==> src/rtl/windowed_reg_file.sv <==
// Windowed general-purpose register file.
// Instruction register selects are offsets into a 4-register window based at wp.
// Registers update on the falling edge of clk. Reads are combinational.
module windowed_reg_file #(
    parameter int unsigned DATA_W    = 16,
    parameter int unsigned PHYS_REGS = 8,
    parameter int unsigned WP_W      = 3,
    parameter int unsigned SEL_W     = 2
) (
    input  logic              clk,
    input  logic              reset,
    input  logic [WP_W-1:0]   wp,
    input  logic [SEL_W-1:0]  rd_sel,
    input  logic [SEL_W-1:0]  rs_sel,
    input  logic [DATA_W-1:0] wr_data,
    input  logic              rfl_write,
    input  logic              rfh_write,
    output logic [DATA_W-1:0] rd_data,
    output logic [DATA_W-1:0] rs_data
);

    localparam int unsigned HALF_W = DATA_W / 2;

    logic [DATA_W-1:0] regs_q [PHYS_REGS];
    logic [DATA_W-1:0] regs_d [PHYS_REGS];
    logic [WP_W-1:0]   phys_d;
    logic [WP_W-1:0]   phys_s;

    // Physical index: window base plus zero-extended offset, carry dropped so the window wraps
    always_comb begin
        phys_d = wp + WP_W'(rd_sel);
        phys_s = wp + WP_W'(rs_sel);
    end

    // Next array contents: only the addressed register, only the enabled byte lanes
    always_comb begin
        for (int unsigned i = 0; i < PHYS_REGS; i++) begin
            regs_d[i] = regs_q[i];
            if (WP_W'(i) == phys_d) begin
                if (rfl_write) begin
                    regs_d[i][HALF_W-1:0] = wr_data[HALF_W-1:0];
                end
                if (rfh_write) begin
                    regs_d[i][DATA_W-1:HALF_W] = wr_data[DATA_W-1:HALF_W];
                end
            end
        end
    end

    // Register array: falling-edge update, asynchronous clear dominates any pending write
    always_ff @(negedge clk or posedge reset) begin
        if (reset) begin
            for (int unsigned i = 0; i < PHYS_REGS; i++) begin
                regs_q[i] <= '0;
            end
        end else begin
            for (int unsigned i = 0; i < PHYS_REGS; i++) begin
                regs_q[i] <= regs_d[i];
            end
        end
    end

    // Operand reads straight from the array, no write bypass
    assign rd_data = regs_q[phys_d];
    assign rs_data = regs_q[phys_s];

endmodule
==> config.mk <==
export PLATFORM = sky130hd
export DESIGN_NAME = windowed_reg_file
export DESIGN_NICKNAME = d
export VERILOG_FILES = /design/src/rtl/windowed_reg_file.sv
export SDC_FILE = /design/constraint.sdc
export NUM_CORES = 1
export LEC_CHECK = 0
export CORE_AREA = 5 5 129 119
export DETAILED_ROUTE_END_ITERATION = 12
export DIE_AREA = 0 0 134 124
export GPL_ROUTABILITY_DRIVEN = 0
export GPL_TIMING_DRIVEN = 0
export PLACE_DENSITY_LB_ADDON = 0.05
export SYNTH_ARGS = -nofsm -noshare
export SYNTH_HDL_FRONTEND = slang
export SYNTH_SLANG_ARGS = --single-unit
==> constraint.sdc <==
create_clock -name clk -period 4.35 [get_ports clk]
set_input_delay 0.435 -clock clk [delete_from_list [all_inputs] [get_ports clk]]
set_output_delay 0.435 -clock clk [all_outputs]
set_load 0.01 [all_outputs]
==> impl_metrics.toml <==
[run_status]
status = "finished with violations"
violations = "negative setup slack"

[floorplanning]
core.rowCount = 41
dieArea_um2 = 16600
fp.dieW_um = 134
start_util_pct = 54.1
io_pins = 59
die_h_um = 124
core_area_um2 = 13800

[power_and_ir_drop]
irDropWorstVdd_v = 0.000382
pwr-share-clk_pct = 26.3
comb_power_share_pct = 36.5
power_switching_uw = 2020
power_density_nw_per_um2 = 601
p_sw_share_pct = 34.4
internal_power_uw = 3850
p_leak_uw = 0.00413
seq_power_share_pct = 37.2

[placed_design]
pre_cts_slack_ns = -0.988
dp_hpwl_um = 16400
io_buffer_count = 58
placedCellCount = 864

[detailed_routing]
wl_um = 26900
ant_nets = 0
dr.pass1.iters = 6
drt_iter0_markers = 908
drc = 0
viasPerCell = 7.06
wl_per_cell_um = 29.2
route.vias.total = 6510

[cts]
clk_pin_slew_ns = 0.04
root_buffer = "clkbuf_16"
tritoncts = "yes"
clk_path_buf_depth = 2
htree_num_levels = 4
cts_inserted_buffers = 17
clk_latency_ns = 0.40
cts_hold_buf = 0
clock-sinks = 128

[global_routing]
grt_use_total_pct = 33.0
grt_pass1_vias = 6632
grt.busiest_layer = "met2"
grt_max_degree = 39
overflow = 0
antenna_found_initial = 1
use_met2_pct = 48.4
grt_pass1_wl_um = 40300
globalRouteMet3Util_pct = 10.8
met1_usage_pct = 44.6

[yosys]
syn-instance-count = 631
synth_nets = 662
synth_cell_type_count = 24
syn_avg_cell_area_um2 = 11.8
syn_area_um2 = 7460
async_flop_share_pct = 100
ys_warn_count = 0
synth_common_cells = "dfrtn_1, mux2_2, nor2b_1"
synth_area_leaders = "dfrtn_1, mux2_2, mux2i_1, a2111oi_0, nor2b_1"
synth_largest_area_cell = "dfrtn_1"
synthFlopType = "dfrtn_1"
synth_edf_count = 0
yosysSeqAreaShare_pct = 42.9
synth-seq-cells = 128
synth_top_area_share_pct = 42.9

[cells_and_area]
regMostFlops = "regs_q"
layout.area.seq_um2 = 3200
drive_above_1_share_pct = 40.9
largest_reg_flops = 128
fillers = 945
reg_top3 = "regs_q (128)"
syn_to_final_growth_pct = 31.0
final_cells = 922
final_nets = 768
multiInputGateArea_um2 = 4560

[worst_setup_path]
slowest_stage = "dfrtn_1"
worstPathRequired_ns = 3.91
cp.arrival_ns = 3.94
startpoint = "regs_q[11]"
path_class = "reg2out"
crit_fanout = 3
r2r_end = "regs_q[98]"
startpoint_type = "flop"
worstReg2RegStart = "regs_q[98]"
critPathTopFamily = "simple AND/OR/NAND/NOR gates"
max_stage_delay_ns = 0.47
cp_cell_sequence = "mux2i_1, and3_1, nor4_1, clkdlybuf4s15_1"
crit_path_end_kind = "primary output"
reg2reg_depth = 2
path_buf_inv = 1
ff2ff_setup_slack_ns = 3.44

[sta]
setup_viol = 2
rsz0062_at_grt = "yes"
max_slew_margin_pct = 26.2
timing.hold.ws_ns = 0.466
worstMarginPinSlew_ns = 1.11
setup_tns_ns = -0.0298
finClkSkew_ns = 0
hold_viol = 0
drv_slew = 0
setup_ws_ns = -0.0275

[worst_hold_path]
holdPathStages = 1
worstHoldPathType = "reg2reg"
min_to = "regs_q[85]"
min-delay-start = "regs_q[85]"

[run]
drv_cap = 0
cell type report:
type                            instances  area share [%]
Antenna cell                            1          0.0256
Sequential cell                       128            32.8
Inverter                                6           0.269
Timing Repair Buffer                   87            8.65
Clock inverter                          9            1.60
Clock buffer                           22            4.85
Multi-Input combinational cell        446            46.7
Tap cell                              172            2.20
Buffer                                 51            2.93
layer usage:
layer | up-vias | wire, µm
li1 | 2631 | -
met3 | 117 | 3190
met2 | 513 | 11700
met4 | 0 | 1190
met1 | 3249 | 10800
met5 | - | 0
worst register-to-register path, delay by kind of cell, from the launching register on:
family,cells,cell delay (ns)
buf+inv,1,0.15
mux,1,0.25
flops,1,0.37
repair_timing:
item	CTS	global route
cloned	2	0
buffers inserted	18	6
pin swaps	16	9
endpoints found under the hold margin	0	0
endpoints found under the setup margin	160	102
resized for setup	130	110
power by group through the flow:
stage | combinational (µW) | sequential, µW | clock [µW]
2_1_floorplan | 1290 | 1990 | 0
3_3_place_gp | 1860 | 2100 | 0
3_5_place_dp | 1920 | 2120 | 0
4_1_cts | 2000 | 2130 | 1540
5_1_grt | 2280 | 2230 | 1600
6_report | 2140 | 2180 | 1540
cells by family (layout without fill, tap and decap cells):
logic type,Yosys count,in the layout,synth area share [%]
other,0,1,0
buffers and inverters,57,175,3.55
XOR/XNOR,4,4,0.469
flip-flops,128,128,42.9
AND/OR/NAND/NOR,182,182,16.8
AO/OA/AOI/OAI,64,64,7.51
multiplexers,192,192,27.9
adder cells (fa/ha/maj),4,4,0.872
stage by stage:
step / cell area (µm²) / total power [µW] / utilization (%)
after detailed placement: 8410 / 4040 / 61.0
final: 9770 / 5870 / 70.8
after global routing: 9770 / 6110 / 70.8
after global placement: 8350 / 3960 / 60.5
after floorplan: 7560 / 3280 / -
after CTS: 9580 / 5670 / 69.5
worst max path at each step:
| stage | endpoint | slack, ns | depth (start not counted) |
|---|---|---|---|
| 2_1_floorplan | regs_q[16] | -0.03 | 7 |
| 3_3_place_gp | regs_q[4] | -0.95 | 8 |
| 3_5_place_dp | regs_q[6] | -0.99 | 8 |
| 4_1_cts | rd_data[2] | -0.03 | 4 |
| 5_1_grt | rs_data[10] | -0.06 | 4 |
| 6_report | rs_data[11] | -0.03 | 4 |
placed cells by master, fill, tap and decap left out, types with 2 or more instances in the layout:
cell type,count
dfrtn_1,128
mux2_2,117
nor2b_1,66
mux2i_1,64
and3_1,64
clkbuf_1,37
a2111oi_2,34
clkbuf_2,22
clkdlybuf4s50_1,22
buf_4,20
a2111oi_1,19
nor4_2,18
clkbuf_16,17
buf_12,15
mux2_4,11
a2111oi_0,11
nor4_1,10
buf_2,8
nor3_4,8
clkdlybuf4s15_1,6
nand4_4,4
nand3_4,4
nor4_4,4
clkinvlp_4,4
bufinv_16,4
buf_6,3
inv_1,3
clkbuf_8,3
dlygate4sd2_1,3
nand2_1,2
nand2b_1,2
inv_2,2
(Power assumes the default switching activity.)
